==> config.mk <==
export PLATFORM = sky130hd
export DESIGN_NAME = seq_muldiv
export DESIGN_NICKNAME = d
export VERILOG_FILES = /design/src/rtl/muldiv_pkg.sv /design/src/rtl/muldiv_addsub.sv /design/src/rtl/seq_muldiv.sv
export SDC_FILE = /design/constraint.sdc
export NUM_CORES = 1
export LEC_CHECK = 0
export BUFFER_PORTS_ARGS = -buffer_cell sky130_fd_sc_hd__buf_2
export CORE_MARGIN = 2
export CORE_UTILIZATION = 58
export DETAILED_ROUTE_END_ITERATION = 6
export GPL_ROUTABILITY_DRIVEN = 0
export PLACE_DENSITY = 0.91
export SYNTH_ARGS = -nofsm -noshare
export SYNTH_HDL_FRONTEND = slang
export SYNTH_SLANG_ARGS = --single-unit
==> constraint.sdc <==
create_clock -name clk -period 5.7 [get_ports clk]
set_input_delay 0.57 -clock clk [delete_from_list [all_inputs] [get_ports clk]]
set_output_delay 0.57 -clock clk [all_outputs]
set_load 0.02 [all_outputs]
==> src/rtl/muldiv_pkg.sv <==
// Shared definitions for the sequential multiply/divide unit.
//   state_t : controller states (IDLE, RUN, DONE)
//   OP_MUL  : op encoding for unsigned multiply
//   OP_DIV  : op encoding for unsigned divide
package muldiv_pkg;

    typedef enum logic [1:0] {
        IDLE = 2'd0,
        RUN  = 2'd1,
        DONE = 2'd2
    } state_t;

    localparam logic OP_MUL = 1'b0;
    localparam logic OP_DIV = 1'b1;

endpackage

==> src/rtl/muldiv_addsub.sv <==
// Ripple-carry add/subtract shared by the multiply accumulate step and the
// restoring-division trial subtraction.
// Ports:
//   a, b  [N-1:0] : operands
//   mode          : 0 = a + b, 1 = a - b (a + ~b + 1)
//   sum   [N-1:0] : result
//   cout          : carry out; in subtract mode 1 means a >= b (no borrow)
module muldiv_addsub #(
    parameter int N = 9
) (
    input  logic [N-1:0] a,
    input  logic [N-1:0] b,
    input  logic         mode,
    output logic [N-1:0] sum,
    output logic         cout
);

    logic [N-1:0] b_eff;
    logic [N:0]   carry;

    always_comb begin
        b_eff    = b ^ {N{mode}};
        carry    = '0;
        carry[0] = mode;
        sum      = '0;
        for (int i = 0; i < N; i++) begin
            sum[i]     = a[i] ^ b_eff[i] ^ carry[i];
            carry[i+1] = (a[i] & b_eff[i]) | (carry[i] & (a[i] ^ b_eff[i]));
        end
        cout = carry[N];
    end

endmodule

==> src/rtl/seq_muldiv.sv <==
// Sequential unsigned multiplier / divider, one operand bit per clock.
// Multiply: shift-and-add, {hi,lo} = a*b.
// Divide:   restoring division, lo = a/b, hi = a%b; b=0 gives lo=all ones,
//           hi=a, dz=1.
// Division is built only when SEQ_MULDIV_DIV_EN is defined; otherwise op=1
// is rejected: done pulses one cycle later with hi=lo=0, dz=1.
// Ports:
//   clk          : clock, rising edge
//   rst_n        : synchronous active-low reset
//   start        : request strobe, accepted in IDLE or DONE
//   op           : 0 = multiply, 1 = divide
//   a, b [W-1:0] : multiplicand/dividend, multiplier/divisor
//   busy         : operation in progress
//   done         : one-cycle completion pulse
//   hi, lo [W-1:0] : result registers
//   dz           : divide-by-zero / rejected-request flag
//
// state | meaning
// ------+---------------------------------------------------------------
// IDLE  | waiting for start
// RUN   | W iterations, cnt_q counts W-1 down to 0
// DONE  | one cycle; results transfer to hi/lo, new start may be accepted
module seq_muldiv
    import muldiv_pkg::*;
#(
    parameter int W = 8
) (
    input  logic         clk,
    input  logic         rst_n,
    input  logic         start,
    input  logic         op,
    input  logic [W-1:0] a,
    input  logic [W-1:0] b,
    output logic         busy,
    output logic         done,
    output logic [W-1:0] hi,
    output logic [W-1:0] lo,
    output logic         dz
);

    localparam int CW = $clog2(W);

    state_t        state_q, state_d;
    logic [CW-1:0] cnt_q;
    logic [W-1:0]  acc_q;    // high half (mul) / partial remainder (div)
    logic [W-1:0]  q_q;      // multiplier shifting out (mul) / quotient shifting in (div)
    logic [W-1:0]  opnd_q;   // a for multiply, b for divide
    logic          ill_q;
    logic          run_req;
    logic          ill_req;

    logic [W:0]    add_x, add_y, add_s;
    logic          add_m, add_co;
    logic [W-1:0]  acc_d, q_d;

`ifdef SEQ_MULDIV_DIV_EN
    logic          op_q;
    logic          dz_q;
`else
    logic          co_unused;
    assign co_unused = add_co;
`endif

    always_comb begin
        state_d = state_q;
        run_req = 1'b0;
        ill_req = 1'b0;
        case (state_q)
            IDLE, DONE: begin
                state_d = IDLE;
                if (start) begin
`ifdef SEQ_MULDIV_DIV_EN
                    run_req = 1'b1;
                    state_d = RUN;
`else
                    if (op == OP_DIV) begin
                        ill_req = 1'b1;
                    end else begin
                        run_req = 1'b1;
                        state_d = RUN;
                    end
`endif
                end
            end
            RUN: begin
                if (cnt_q == '0) begin
                    state_d = DONE;
                end
            end
            default: state_d = IDLE;
        endcase
    end

    // Multiply: add a when the current multiplier bit is set, then shift the
    // W+1 bit sum right into {acc,q}. Divide: shift the next dividend bit into
    // the remainder and keep the trial difference only if it did not borrow.
    always_comb begin
        add_x = {1'b0, acc_q};
        add_y = q_q[0] ? {1'b0, opnd_q} : '0;
        add_m = 1'b0;
        acc_d = add_s[W:1];
        q_d   = {add_s[0], q_q[W-1:1]};
`ifdef SEQ_MULDIV_DIV_EN
        if (op_q == OP_DIV) begin
            add_x = {acc_q, q_q[W-1]};
            add_y = {1'b0, opnd_q};
            add_m = 1'b1;
            if (add_co) begin
                acc_d = add_s[W-1:0];
                q_d   = {q_q[W-2:0], 1'b1};
            end else begin
                acc_d = add_x[W-1:0];
                q_d   = {q_q[W-2:0], 1'b0};
            end
        end
`endif
    end

    muldiv_addsub #(.N(W + 1)) u_addsub (
        .a    (add_x),
        .b    (add_y),
        .mode (add_m),
        .sum  (add_s),
        .cout (add_co)
    );

    always_ff @(posedge clk) begin
        if (!rst_n) begin
            state_q <= IDLE;
            cnt_q   <= '0;
            acc_q   <= '0;
            q_q     <= '0;
            opnd_q  <= '0;
            ill_q   <= 1'b0;
            busy    <= 1'b0;
            done    <= 1'b0;
            hi      <= '0;
            lo      <= '0;
            dz      <= 1'b0;
`ifdef SEQ_MULDIV_DIV_EN
            op_q    <= 1'b0;
            dz_q    <= 1'b0;
`endif
        end else begin
            state_q <= state_d;
            ill_q   <= ill_req;
            busy    <= (state_q == RUN);
            done    <= (state_q == DONE) || ill_q;

            if (run_req) begin
                cnt_q <= CW'(W - 1);
                acc_q <= '0;
`ifdef SEQ_MULDIV_DIV_EN
                op_q   <= op;
                dz_q   <= (op == OP_DIV) && (b == '0);
                q_q    <= (op == OP_DIV) ? a : b;
                opnd_q <= (op == OP_DIV) ? b : a;
`else
                q_q    <= b;
                opnd_q <= a;
`endif
            end else if (state_q == RUN) begin
                acc_q <= acc_d;
                q_q   <= q_d;
                if (cnt_q != '0) begin
                    cnt_q <= cnt_q - 1'b1;
                end
            end

            if (state_q == DONE) begin
                hi <= acc_q;
                lo <= q_q;
`ifdef SEQ_MULDIV_DIV_EN
                dz <= dz_q;
`else
                dz <= 1'b0;
`endif
            end else if (ill_q) begin
                hi <= '0;
                lo <= '0;
                dz <= 1'b1;
            end
        end
    end

endmodule

## Word level (Yosys, flattened, before mapping)

Index checks and enable logic that the tools add are counted.

| storage, ports and cells | value |
|---|---|
| flip-flop bits (word level) | 49 |
| latch bits | 0 |
| bits in writable memories | 0 |
| memory bits (read-only) | 0 |
| bits of input ports | 20 |
| output and inout port bits | 19 |
| logic and storage cells | 83 |
| memories kept | 0 |

| cells by class | value |
|---|---|
| $add $sub $neg | 1 |
| multipliers | 0 |
| divide/modulo/power cells | 0 |
| magnitude comparators | 0 |
| equality and inequality tests | 3 |
| shift operators | 0 |
| multiplexer cells | 17 |
| bitwise gates (word level) | 39 |
| reductions and logical operators | 12 |

Operators with widths:

| kind | count |
|---|---|
| 2-to-1 mux 8 bit | 6 |
| AND 1 bit | 15 |
| bitwise XOR 1 bit | 15 |
| 2-to-1 mux 3 bit | 3 |
| OR 1 bit | 7 |
| 2-to-1 mux 1 bit | 6 |
| nonzero test 2 bit | 3 |
| OR reduction 2 bit | 3 |
| case mux 2 bit (2 select lines) | 1 |
| zero test 3 bit | 1 |
| AND reduction 3 bit | 1 |
| nonzero test 3 bit | 1 |
| subtractor 3 x 1 -> 3 bit, second input constant | 1 |
| equality test 2 x 1 -> 1 bit, second input constant | 1 |
| equality test 2 bit, second input constant | 1 |
| zero test 2 bit | 1 |
| 2-to-1 mux 2 bit | 1 |
| != test 2 bit, second input constant | 1 |
| AND reduction 2 bit | 1 |
| logical OR 1 bit | 1 |
| NOT 1 bit | 1 |
| bitwise XOR 1 bit, first input constant | 1 |

## Longest topological paths before layout

| depth | value |
|---|---|
| depth in word-level cells | 17 |
| mapped depth | 14 |
| gate-level depth less buffers | 13 |

## Cells and area by module

Synthesis repeated with hierarchy kept, for this count alone.

| second synthesis, totals | value |
|---|---|
| cell total of the unflattened synthesis | 258 |
| area, all modules | 2280.9 um^2 |

Modules (own cells, without submodules):

| module | instances | cells an instance | area each (um^2) | sequential area each (um^2) |
|---|---|---|---|---|
| seq_muldiv | 1 | 225 | 1966.9 | 980.9 |
| muldiv_addsub | 1 | 33 | 314.1 | 0.0 |

## Least setup slack after synthesis

No wires, ideal clock.

| timing | value |
|---|---|
| kind | register -> register |
| from | register q_q[0] |
| to | register acc_q[6] |
| setup time | 0.086 ns |
| data arrival time | 3.504 ns |
| data required time | 5.614 ns |
| setup slack | 2.110 ns |
| stages on the path, launching flop included | 15 |
| buffers on the path | 1 |
| period minus slack after synthesis | 3.590 ns |
| path through | dfxtp_1 > clkbuf_1 > and2_1 > ha_1 > inv_1 > fa_1 > inv_1 > fa_1 > fa_1 > fa_1 > fa_1 > fa_1 > inv_1 > fa_1 > a211oi_1 |

| between the ends | value |
|---|---|
| cells in the longest elaborated chain, start to end | 15 |
| elaborated cells on any way between the ends | 28 |
| those cells by class | 1 x mux; 27 x bitwise |

RTL lines:

| element | line | RTL |
|---|---|---|
| from (decl) | seq_muldiv.sv:46 | `logic [W-1:0] q_q;` |
| from (signal assigned) | seq_muldiv.sv:164 | `q_q <= q_d;` |
| 2-to-1 mux 8 bit (*) | seq_muldiv.sv:99 | `add_y = q_q[0] ? {1'b0, opnd_q} : '0;` |
| AND 1 bit / bitwise XOR 1 bit (equally long branches) | muldiv_addsub.sv:28 | `carry[i+1] = (a[i] & b_eff[i]) \| (carry[i] & (a[i] ^ b_eff[i]));` |
| AND 1 bit | muldiv_addsub.sv:28 |  |
| OR 1 bit | muldiv_addsub.sv:28 |  |
| AND 1 bit | muldiv_addsub.sv:28 |  |
| OR 1 bit | muldiv_addsub.sv:28 |  |
| AND 1 bit | muldiv_addsub.sv:28 |  |
| OR 1 bit | muldiv_addsub.sv:28 |  |
| AND 1 bit | muldiv_addsub.sv:28 |  |
| OR 1 bit | muldiv_addsub.sv:28 |  |
| AND 1 bit | muldiv_addsub.sv:28 |  |
| OR 1 bit | muldiv_addsub.sv:28 |  |
| AND 1 bit | muldiv_addsub.sv:28 |  |
| OR 1 bit | muldiv_addsub.sv:28 |  |
| bitwise XOR 1 bit (*) | muldiv_addsub.sv:27 | `sum[i] = a[i] ^ b_eff[i] ^ carry[i];` |
| to (signal assigned) | seq_muldiv.sv:131 | `acc_q <= '0;` |
| to (signal assigned) | seq_muldiv.sv:152 | `acc_q <= '0;` |
| to (signal assigned) | seq_muldiv.sv:163 | `acc_q <= acc_d;` |
| to (decl) | seq_muldiv.sv:45 | `logic [W-1:0] acc_q;` |

Every way passes the cells marked *; elsewhere a longest branch is shown, timed or not.
A chain may end at the register's enable or synchronous reset.

## Worst setup path after layout

Same ends and word-level chain as after synthesis.

==> metrics.md <==
| Metric | Value |
|---|---|
| Total GRT Usage | between 20% and 30% |
| Post-Synthesis Mean Instance Area | 8.80 um2 |
| Critical path start-end classification | flip-flop to flip-flop |
| Number of buffers on the longest clock path | 2 |
| Setup_tns | 0 ns |
| Floorplan row count | 21 |
| Root cell of the clock tree | sky130_fd_sc_hd__clkbuf_4 |
| FF/Latch Area | 981 um2 |
| Actual slew at the worst max-slew pin | 0.755 ns |
| Most common library cells after synthesis | sky130_fd_sc_hd__dfxtp_1 (49), sky130_fd_sc_hd__nand2_1 (48), sky130_fd_sc_hd__a21oi_1 (39) |
| Number of antenna violations at the first check in global routing | 0 |
| Final worst path period share | 66.7% |
| CTS H-Tree Depth | 2 |
| Largest clock skew in the final design | between 0.01 and 0.015 ns |
| Data arrival time of the worst path | 4.11 ns |
| Most common cell in the synthesized netlist | sky130_fd_sc_hd__dfxtp_1 |
| Count of max-cap constraint violations | 0 |
| Number of slew-limit violations in the final report | 0 |
| Minimum clock period | 3.80 ns |
| Clock Pin Slew Worst Setup and Hold Paths | 0.15 ns |
| Grt ovf | 0 |
| Type of origin of the critical path | flip-flop |
| Clock tree from TritonCTS | yes |
| Count of unique library cells instantiated by Yosys | 32 |
| Share of synthesized cell area in full adder, half adder and majority cells | approximately 8.5% |
| Total setup violations reported at the end of the flow | 0 |
| Number of resized instances in the post-cts repair step | 0 |
| # diodes | 0 |
| Average detailed-routed wire length per instance | 14.1 um |
| Final nets | 296 |
| Buffers inserted during post-CTS setup optimization | 0 |
| Max frequency | 263 MHz |
| Post-synth EDFFs | 0 |
| Number of global-route vias before repair | 1623 |
| Total via count after detailed routing | 1744 |
| Cell with the largest stage delay on the worst path | sky130_fd_sc_hd__dfxtp_1 |
| Die Y | about 64 um |
| Clock latency on the worst-skew pair | approximately 0.38 ns |
| Sequential fraction of the synthesis area | 47.0% |
| Unrepaired setup endpoints after global routing | false |
| FF+latch count, synth | 49 |
| Via count normalized by instance count | around 5.6 |
| Cell types with the largest area share after synthesis | sky130_fd_sc_hd__dfxtp_1 (47%), sky130_fd_sc_hd__a21oi_1 (9.4%), sky130_fd_sc_hd__nand2_1 (8.6%), sky130_fd_sc_hd__fa_1 (6.7%), sky130_fd_sc_hd__nand3b_1 (5.8%) |
| FFs w/ async S/R, synth | 0% |
| Global-route wire length before repair | 7650 um |
| Worst-case vdd ir drop | 0.000129 V |
| Largest family of logic cells by synthesized area | simple AND/OR/NAND/NOR gates |
| Worst rel slew slack | approximately half |
| CTS buffer count | 5 |
| Remaining DRCs | 0 |
| Leakage power total | 0.909 nW |
| IO Count | 39 |
| Layout cell share with drive strength beyond 1 | 18.4% |
| # hold bufs at CTS | 0 |
| Final hold slack | around 0.41 ns |
| Worst path most repeated cell | sky130_fd_sc_hd__fa_1 |
| Largest stage delay, worst path | about 0.42 ns |
| Cell taking the most area after synthesis | sky130_fd_sc_hd__dfxtp_1 |
| Placeable core area | 3390 um2 |
| Netlist area before placement | ~2100 um2 |
| Die outline area | 4090 um2 |
| Post-synthesis share of cell area spent on and, or, nand and nor gates | 23.8% |
| Fraction of the mapped netlist area in compound gates | 15.4% |
| Power Density | 255 nW/um2 |
| Width of the chip | 64.0 um |
| Area of combinational cells with multiple inputs | 996 um2 |
| Fill cell instance count of the final layout | 272 |
| Syn_nets | 267 |
| Initial Util | 61.5% |
| Area growth, synth to finish | 11.5% |
| CP max FO | 10 |
| Number of optimization iterations in the first detailed-route pass | 5 |
| Critical Path, Cell by Cell | and2_1 -> ha_1 -> inv_1 -> fa_1 -> inv_1 -> fa_1 -> fa_1 -> fa_1 -> fa_1 -> fa_1 -> inv_1 -> fa_1 -> a211oi_1 |
| Worst endpoint required time | 6.00 ns |
| Xor and xnor fraction of the mapped netlist area | 0% |
| Flip-flop cell with the highest count after synthesis | sky130_fd_sc_hd__dfxtp_1 |
| Synth warnings | 0 |
| Top-area cell type share of the netlist area | 47.0% |
| Worst Setup End Kind | flip-flop |
| Overall routed net length | 4410 um |
| Syn Inst Count | between 200 and 250 |
| Proportion of synthesized area in mux cells | 0% |
| I/O Buffers | 38 |
| Path class of the lowest-slack min-delay path | input port to flip-flop |
| Half-perimeter wire length of the detailed placement result | 3030 um |
| Clk sinks | 49 |
| Outcome | complete, no violations |
| Number of nets with antenna violations after detailed routing | 0 |
| Pin count of the biggest net entering global routing | 36 |
| Fin. Hold Viols | 0 |
| Iter 0 DRT Violations | 162 |
-- final timing paths --
path,startpoint,endpoint,slack [ns],cells past startpoint
min reg2reg,opnd_q[5],opnd_q[5],0.46,2
max reg2reg,q_q[0],acc_q[6],1.90,13
max,q_q[0],acc_q[6],1.90,13
min,a[7],opnd_q[7],0.41,3
-- critical path, delay by kind of cell, from the launching register on --
kind,cells,cell delay [ns]
AO/OA/AOI/OAI,1,0.20
adder cells (fa/ha/maj),8,2.72
buffers and inverters,3,0.19
flip-flops,1,0.42
AND/OR/NAND/NOR,1,0.21
-- kinds of logic after synthesis --
kind of cell,after synthesis
AND/OR/NAND/NOR,96
flip-flops,49
buffers and inverters,25
AO/OA/AOI/OAI,57
adder cells (fa/ha/maj),10
-- power breakdown --
group / leakage, nW / switching, mW / internal [mW] / total, mW
Clock: 0.0318 / 0.118 / 0.0505 / 0.168
Combinational: 0.479 / 0.0363 / 0.0229 / 0.0592
Sequential: 0.398 / 0.0106 / 0.355 / 0.366
Total: 0.909 / 0.165 / 0.428 / 0.593
-- layer usage --
metal	routed length (um)	GRT usage [%]
met5	0	0
met4	69	10.9
met3	323	7.22
met2	2150	39.1
met1	1870	30.5
-- layout make-up --
class                      count  share of cell area, %
clock inverter                 3                   1.08
inverter                       8                   1.29
sequential                    49                   42.2
tap                           46                   2.48
clock buffer                   5                   1.61
timing repair buffer          39                   8.50
multi-input combinational    163                   42.8
-- layout by cell type (no fill, tap or decap), types with 4 or more instances in the layout --
cell type and instances:
sky130_fd_sc_hd__a21oi_1 39, sky130_fd_sc_hd__inv_1 7, sky130_fd_sc_hd__nand2_1 48, sky130_fd_sc_hd__fa_1 7, sky130_fd_sc_hd__nand3b_1 16, sky130_fd_sc_hd__and2_1 6, sky130_fd_sc_hd__clkbuf_4 5, sky130_fd_sc_hd__buf_2 38
sky130_fd_sc_hd__a22oi_1 6, sky130_fd_sc_hd__o21ai_0 4, sky130_fd_sc_hd__nand3_1 6, sky130_fd_sc_hd__nor2_1 8, sky130_fd_sc_hd__dfxtp_1 49
-- stage by stage --
step                      cell area [um2]  cells  total power, mW  util, %  setup slack, ns
after floorplan                      2090    237            0.413        -             2.11
after global placement               2260    305            0.428     66.7             2.10
after detailed placement             2260    305            0.432     66.7             1.92
after CTS                            2320    313            0.595     68.6             1.88
after global routing                 2320    313            0.621     68.6             1.74
final                                2320    313            0.593     68.6             1.90
-- state kept, by name, indices dropped and copies added, names as in the netlist, 2 cells and up --
register	flops
q_q	8
acc_q	8
hi	8
lo	8
opnd_q	8
cnt_q	3
state_q	2
No activity file was read; power rests on OpenSTA's default activity.
